`src/rtl/instr_sequencer_pkg.sv`:
```
// rtl/instr_sequencer_pkg.sv - shared constants and types for the instruction sequencer
package instr_sequencer_pkg;

    localparam int DATA_W = 16;

    localparam int III_MSB = 15;
    localparam int III_LSB = 13;
    localparam int XXX_MSB = 12;
    localparam int XXX_LSB = 10;
    localparam int YYY_MSB = 9;
    localparam int YYY_LSB = 7;

    localparam logic [2:0] OP_MV  = 3'b000;
    localparam logic [2:0] OP_MVI = 3'b001;
    localparam logic [2:0] OP_ADD = 3'b010;
    localparam logic [2:0] OP_SUB = 3'b011;
    localparam logic [2:0] OP_AND = 3'b100;
    localparam logic [2:0] OP_OR  = 3'b101;
    localparam logic [2:0] OP_SLL = 3'b110;
    localparam logic [2:0] OP_SRL = 3'b111;

    typedef enum logic [2:0] {
        ST_IDLE  = 3'd0,
        ST_ISSUE = 3'd1,
        ST_WAIT  = 3'd2,
        ST_GAP   = 3'd3,
        ST_ERROR = 3'd4
    } state_t;

    function automatic logic is_mvi(input logic [DATA_W-1:0] word);
        return word[III_MSB:III_LSB] == OP_MVI;
    endfunction

endpackage

```
`src/rtl/instr_sequencer_if.sv`:
```
// rtl/instr_sequencer_if.sv - host load port and processor-side signals of the sequencer
interface instr_sequencer_if
    import instr_sequencer_pkg::*;
#(
    parameter int ADDR_W = 4
);
    logic              LoadEn;
    logic [ADDR_W-1:0] LoadAddr;
    logic [DATA_W-1:0] LoadData;
    logic [ADDR_W:0]   ProgLen;
    logic              Start;
    logic              Done;
    logic [DATA_W-1:0] DIN;
    logic              Run;
    logic              Busy;
    logic              Finished;
    logic              Error;
    logic [ADDR_W-1:0] PC;

    modport master (
        input  LoadEn, LoadAddr, LoadData, ProgLen, Start, Done,
        output DIN, Run, Busy, Finished, Error, PC
    );

    modport slave (
        output LoadEn, LoadAddr, LoadData, ProgLen, Start, Done,
        input  DIN, Run, Busy, Finished, Error, PC
    );
endinterface

```
`src/rtl/instr_sequencer_prog_mem.sv`:
```
// rtl/instr_sequencer_prog_mem.sv - program memory, one sync write port, two async read ports
module seq_prog_mem
    import instr_sequencer_pkg::*;
#(
    parameter int ADDR_W = 4
) (
    input  logic              i_clk,
    input  logic              i_we,
    input  logic [ADDR_W-1:0] i_waddr,
    input  logic [DATA_W-1:0] i_wdata,
    input  logic [ADDR_W-1:0] i_raddr0,
    output logic [DATA_W-1:0] o_rdata0,
    input  logic [ADDR_W-1:0] i_raddr1,
    output logic [DATA_W-1:0] o_rdata1
);
    logic [DATA_W-1:0] r_mem [2**ADDR_W];

    always_ff @(posedge i_clk) begin
        if (i_we) begin
            r_mem[i_waddr] <= i_wdata;
        end
    end

    assign o_rdata0 = r_mem[i_raddr0];
    assign o_rdata1 = r_mem[i_raddr1];
endmodule

```
`src/rtl/instr_sequencer.sv`:
```
// rtl/instr_sequencer.sv - issues stored instructions to the processor one at a time, waiting on Done
module instr_sequencer
    import instr_sequencer_pkg::*;
#(
    parameter int ADDR_W  = 4,
    parameter int TIMEOUT = 8
) (
    input  logic               Clock,
    input  logic               Resetn,
    instr_sequencer_if.master  bus
);
    localparam logic [ADDR_W:0] DEPTH   = (ADDR_W+1)'(2**ADDR_W);
    localparam logic [ADDR_W:0] PC_ONE  = (ADDR_W+1)'(1);
    localparam logic [ADDR_W:0] PC_TWO  = (ADDR_W+1)'(2);
    localparam logic [7:0]      TO_LAST = 8'(TIMEOUT - 1);

    state_t            r_state, w_state_nxt;
    logic [ADDR_W:0]   r_pc, w_pc_nxt;
    logic [ADDR_W:0]   r_len, w_len_nxt;
    logic [7:0]        r_cnt, w_cnt_nxt;
    logic              r_err, w_err_nxt;
    logic              r_fin, w_fin_nxt;

    logic [DATA_W-1:0] w_word, w_imm, w_din;
    logic [ADDR_W:0]   w_pc_inc1, w_pc_step, w_len_in;
    logic              w_mvi, w_trunc, w_busy, w_run, w_mem_we;

    assign w_busy    = (r_state == ST_ISSUE) || (r_state == ST_WAIT) || (r_state == ST_GAP);
    assign w_mem_we  = bus.LoadEn && !w_busy;
    assign w_pc_inc1 = r_pc + PC_ONE;
    assign w_mvi     = is_mvi(w_word);
    assign w_pc_step = w_mvi ? (r_pc + PC_TWO) : w_pc_inc1;
    // An mvi whose immediate would fall past the program end cannot be issued.
    assign w_trunc   = w_mvi && (w_pc_inc1 >= r_len);
    assign w_len_in  = (bus.ProgLen > DEPTH) ? DEPTH : bus.ProgLen;

    seq_prog_mem #(.ADDR_W(ADDR_W)) u_mem (
        .i_clk    (Clock),
        .i_we     (w_mem_we),
        .i_waddr  (bus.LoadAddr),
        .i_wdata  (bus.LoadData),
        .i_raddr0 (r_pc[ADDR_W-1:0]),
        .o_rdata0 (w_word),
        .i_raddr1 (w_pc_inc1[ADDR_W-1:0]),
        .o_rdata1 (w_imm)
    );

    always_ff @(posedge Clock or negedge Resetn) begin
        if (!Resetn) begin
            r_state <= ST_IDLE;
            r_pc    <= '0;
            r_len   <= '0;
            r_cnt   <= '0;
            r_err   <= 1'b0;
            r_fin   <= 1'b0;
        end else begin
            r_state <= w_state_nxt;
            r_pc    <= w_pc_nxt;
            r_len   <= w_len_nxt;
            r_cnt   <= w_cnt_nxt;
            r_err   <= w_err_nxt;
            r_fin   <= w_fin_nxt;
        end
    end

    always_comb begin
        w_state_nxt = r_state;
        w_pc_nxt    = r_pc;
        w_len_nxt   = r_len;
        w_cnt_nxt   = '0;
        w_err_nxt   = r_err;
        w_fin_nxt   = 1'b0;
        w_run       = 1'b0;
        w_din       = '0;
        case (r_state)
            ST_IDLE, ST_ERROR: begin
                if (bus.Start) begin
                    w_err_nxt = 1'b0;
                    w_pc_nxt  = '0;
                    w_len_nxt = w_len_in;
                    if (w_len_in == '0) begin
                        w_fin_nxt   = 1'b1;
                        w_state_nxt = ST_IDLE;
                    end else begin
                        w_state_nxt = ST_ISSUE;
                    end
                end
            end
            ST_ISSUE: begin
                if (w_trunc) begin
                    w_err_nxt   = 1'b1;
                    w_state_nxt = ST_ERROR;
                end else begin
                    w_run       = 1'b1;
                    w_din       = w_word;
                    w_state_nxt = ST_WAIT;
                end
            end
            ST_WAIT: begin
                w_run = 1'b1;
                w_din = w_mvi ? w_imm : w_word;
                if (bus.Done) begin
                    w_pc_nxt = w_pc_step;
                    if (w_pc_step >= r_len) begin
                        w_fin_nxt   = 1'b1;
                        w_state_nxt = ST_IDLE;
                    end else begin
                        w_state_nxt = ST_GAP;
                    end
                end else if (r_cnt == TO_LAST) begin
                    w_err_nxt   = 1'b1;
                    w_state_nxt = ST_ERROR;
                end else begin
                    w_cnt_nxt = r_cnt + 8'd1;
                end
            end
            ST_GAP: begin
                w_state_nxt = ST_ISSUE;
            end
            default: begin
                w_state_nxt = ST_IDLE;
            end
        endcase
    end

    assign bus.DIN      = w_din;
    assign bus.Run      = w_run;
    assign bus.Busy     = w_busy;
    assign bus.Finished = r_fin;
    assign bus.Error    = r_err;
    assign bus.PC       = r_pc[ADDR_W-1:0];
endmodule
```
`src/flat_wrapper.sv`:
```
// flat-port wrapper written by rule: the top's interface ports become plain ports
module instr_sequencer_flat import instr_sequencer_pkg::*;
#(
    parameter int ADDR_W  = 4,
    parameter int TIMEOUT = 8
)
  (Clock, Resetn, bus_LoadEn, bus_LoadAddr, bus_LoadData, bus_ProgLen, bus_Start, bus_Done, bus_DIN, bus_Run, bus_Busy, bus_Finished, bus_Error, bus_PC);
  instr_sequencer_if #(.ADDR_W(ADDR_W)) bus_i ();
  input  logic Clock;
  input  logic Resetn;
  input wire logic [$bits(bus_i.LoadEn)-1:0] bus_LoadEn;
  input wire logic [$bits(bus_i.LoadAddr)-1:0] bus_LoadAddr;
  input wire logic [$bits(bus_i.LoadData)-1:0] bus_LoadData;
  input wire logic [$bits(bus_i.ProgLen)-1:0] bus_ProgLen;
  input wire logic [$bits(bus_i.Start)-1:0] bus_Start;
  input wire logic [$bits(bus_i.Done)-1:0] bus_Done;
  output wire logic [$bits(bus_i.DIN)-1:0] bus_DIN;
  output wire logic [$bits(bus_i.Run)-1:0] bus_Run;
  output wire logic [$bits(bus_i.Busy)-1:0] bus_Busy;
  output wire logic [$bits(bus_i.Finished)-1:0] bus_Finished;
  output wire logic [$bits(bus_i.Error)-1:0] bus_Error;
  output wire logic [$bits(bus_i.PC)-1:0] bus_PC;
  assign bus_i.LoadEn = bus_LoadEn;
  assign bus_i.LoadAddr = bus_LoadAddr;
  assign bus_i.LoadData = bus_LoadData;
  assign bus_i.ProgLen = bus_ProgLen;
  assign bus_i.Start = bus_Start;
  assign bus_i.Done = bus_Done;
  assign bus_DIN = bus_i.DIN;
  assign bus_Run = bus_i.Run;
  assign bus_Busy = bus_i.Busy;
  assign bus_Finished = bus_i.Finished;
  assign bus_Error = bus_i.Error;
  assign bus_PC = bus_i.PC;
  instr_sequencer #(.ADDR_W(ADDR_W), .TIMEOUT(TIMEOUT)) u_core (.Clock(Clock), .Resetn(Resetn), .bus(bus_i));
endmodule
```
`config.mk`:
```
export PLATFORM = sky130hd
export DESIGN_NAME = instr_sequencer_flat
export DESIGN_NICKNAME = d
export VERILOG_FILES = /design/src/rtl/instr_sequencer_pkg.sv /design/src/rtl/instr_sequencer_if.sv /design/src/rtl/instr_sequencer_prog_mem.sv /design/src/rtl/instr_sequencer.sv /design/src/flat_wrapper.sv
export SDC_FILE = /design/constraint.sdc
export NUM_CORES = 1
export LEC_CHECK = 0
export CAP_MARGIN = 20
export CORE_UTILIZATION = 55
export DETAILED_ROUTE_END_ITERATION = 10
export HOLD_SLACK_MARGIN = 0.15
export PLACE_DENSITY_LB_ADDON = 0.08
export SYNTH_ARGS = -nofsm -noshare
export SYNTH_HDL_FRONTEND = slang
export SYNTH_HIERARCHICAL = 1
export SYNTH_SLANG_ARGS = --single-unit
```
`constraint.sdc`:
```
create_clock -name Clock -period 3.9 [get_ports Clock]
set_input_delay 0.585 -clock Clock [delete_from_list [all_inputs] [get_ports Clock]]
set_output_delay 0.585 -clock Clock [all_outputs]
set_load 0.02 [all_outputs]
```
==> impl_results.md <==
- Tcrit/Tclk final: 1.00
- ANT nets after route: 0
- Asr flop ratio synth: 0.0824
- Hold crit path type: input pin to async pin
- Starting Density: 0.565
- Slowest-stage cell, CP: dfrtp_4
- Total I/O pin count: 54
- Skew-Pair Late Insertion Delay: 0.57 ns
- Finished Layout Cells: 1173
- Cell Rows: 56
- VDD IR-drop max: 603 uV
- CP Data Required Time: 3.31 ns
- DR vias/cell: 6.77
- Area growth syn-to-layout: 16.0%
- First-pass DRT Iterations: 7
- Port bufs: 53
- Die Y: 158 um
- # DRC: 0
- Crit start category: flop
- DP Area: 0.0145 mm2
- Initial drt markers: 886
- Final Total Pwr: 10.5 mW
- Post-synthesis cell count: 745
- Clock-pin slew on the worst setup and hold paths: 0.06 ns
- Max Buffers Root-to-Sink: 3
- Final setup TNS: -0.00957 ns
- Worst r2r dst: u_core/r_state[0]
- Root buf cell: clkbuf_16
- Post-synth net total: 788
- Max Cap Viol: 0
- Worst slew pin tran: 0.830 ns
- Post-synth EDFFs: 256
- Crit path max fanout: 11
- Largest net degree at the start of global routing: 54
- Vias in the first global route: 8100
- Crit Path Class: flop to primary output
- Synth warnings: 6
- Worst EP arrival: 3.32 ns
- Fin crit period: 3.91 ns
- Most frequent cells in the layout: edfxtp_1, mux4_2, a22oi_1
- Vias after detailed routing: 7942
- R2R depth: 16
- Post-Syn Area per Cell: 18.0 um2
- Mapped cell area: 0.0134 mm2
- CTS sink cnt: 279
- Final setup skew: 0.0160 ns
- Die width: 158 um
- Area of the core: 0.0237 mm2
- Reg2reg start: u_core/r_pc[0]
- Most common cell after layout, fill and taps aside: edfxtp_1
- Dpl hpwl: 20800 um
- Layout cells sized above 1: 0.292
- Synth Flop Type: edfxtp_1
- Crit-path cells: ha_2, xor2_1, ha_1, a21oi_1, o21ai_1, a21o_1, a21oi_4, o2bb2ai_2, buf_6, a22o_1, clkdlybuf4s15_2
- H-Tree Depth: 1
- CP Capture Type: primary output
- Drt wl/cell: 29.3 um
- Placer congestion estimate: 0.852
- PD cells: 678 mW/mm2
- Fin. max-slew vios: 0
- Violated checks: negative setup slack
- #FFs+latches synth: 279
- Drt total wl: 34400 um
- Post-synthesis sequential area ratio: 0.617
- R2R Setup Slk: 0.32 ns
- Placed Cells incl. Taps: 1114
- Relative slew slack: 0.446
- Outcome: finished, violations left
- Max Clk Rate: 0.256 GHz
- Number of buffers created by CTS: 29
- Fin. Hold Viols: 0
- Synth unique cells: 50
- Global-route wire length before repair: 49600 um
- GRT Util Overall: 0.286
- TritonCTS clock tree: built
- Full die area: 0.0250 mm2
- PnR worst setup slack: -0.00745 ns
- Post-route cell area: 0.0155 mm2
- Initial antenna violation count: 0
- Static Leak: 5.24 nW
- Final nets: 876
- Total grt overflow: 0
- Largest stage delay, worst path: 0.55 ns
- Final setup vio count: 3
- Antenna fix cells: 0
==> layout make-up <==
| class | count | area (um2) |
|---|---|---|
| clock inverter | 16 | 161 |
| sequential | 279 | 8270 |
| inverter | 7 | 28.8 |
| fill | 1688 | 8140 |
| tap | 319 | 399 |
| clock buffer | 36 | 752 |
| multi-input combinational | 407 | 4850 |
| timing repair buffer | 109 | 1070 |
==> layer usage <==
layer / wire length [um] / share of wire / vias to the layer above / GRT usage
met1: 13100 / 0.38 / 4110 / 0.383
met3: 2930 / 0.085 / 92 / 0.0539
met5: 0 / 0 / - / 0
li1: - / - / 3302 / -
met2: 17100 / 0.50 / 438 / 0.469
met4: 1280 / 0.037 / 0 / 0.106
==> Yosys cell counts (8+ instances only) <==
cell type  instances  area [um2]
edfxtp_1         256        7690
mux4_2           104        2340
a22oi_1           64         480
nand2_1           53         199
nor2_1            36         135
dfrtp_1           23         576
mux4_1            21         552
a22o_1            15         131
ha_1              13         163
nand3_1           13        65.1
buf_4             12        90.1
clkbuf_1          11        41.3
a21oi_1           10        50.1
o21ai_0           10        50.1
buf_2              9        45.0
nand2b_1           9        56.3
buf_6              8        90.1
==> logic make-up after synthesis <==
kind of cell,synth area share
flip-flops,0.617
AND/OR/NAND/NOR,0.0492
multiplexers,0.223
AO/OA/AOI/OAI,0.0635
buffers and inverters,0.0277
adder cells (fa/ha/maj),0.0121
XOR/XNOR,0.00785
==> worst max-delay path: cells and delay by family (launching register included) <==
kind	cells	cell delay, ns
xor+xnor	1	0.19
fa+ha+maj	2	0.51
flops	1	0.55
buf+inv	2	0.47
compound gates	6	1.03
==> worst max path at each step <==
stage / endpoint / slack [ns] / startpoint / cells after the start
final: bus_DIN[11] / -0.007 / u_core/r_pc[0] / 11
after detailed placement: bus_DIN[11] / 0.23 / u_core/r_pc[0] / 10
after floorplan: u_core/r_state[0] / 0.58 / u_core/r_pc[0] / 17
after global routing: bus_DIN[6] / -0.13 / u_core/r_pc[0] / 11
after global placement: bus_DIN[11] / 0.27 / u_core/r_pc[0] / 10
after CTS: bus_DIN[11] / -0.002 / u_core/r_pc[0] / 9
==> repair_timing <==
item                                    CTS  global route
gates cloned                              1             1
hold buffers                              0             0
setup buffers                             1             3
gates resized for setup                  29            27
endpoints found under the setup margin   17            16
pin swaps                                 1             1
==> state kept, by name (all words and copies together) (netlist names) <==
register and cells:
u_core/r_cnt 8, u_core/bus.Finished 1, u_core/r_len 5, u_core/r_pc 5, u_core/u_mem/r_mem 256, u_core/r_state 3
u_core/bus.Error 1
==> power by group <==
group | internal [mW] | switching [mW] | total, mW
Sequential | 3.39 | 0.0925 | 3.49
Clock | 1.56 | 1.12 | 2.68
Combinational | 2.00 | 2.37 | 4.37
Total | 6.96 | 3.58 | 10.5
==> through the flow <==
| step | util | hold WS, ns | setup WS [ns] |
|---|---|---|---|
| 6_report | 0.656 | 0.286 | -0.00745 |
| 3_3_place_gp | 0.612 | 0.476 | 0.273 |
| 2_1_floorplan | - | 0.289 | 0.584 |
| 4_1_cts | 0.652 | 0.489 | -0.00154 |
| 3_5_place_dp | 0.612 | 0.476 | 0.227 |
| 5_1_grt | 0.656 | 0.289 | -0.133 |
Power figures use the tool's default switching activity.
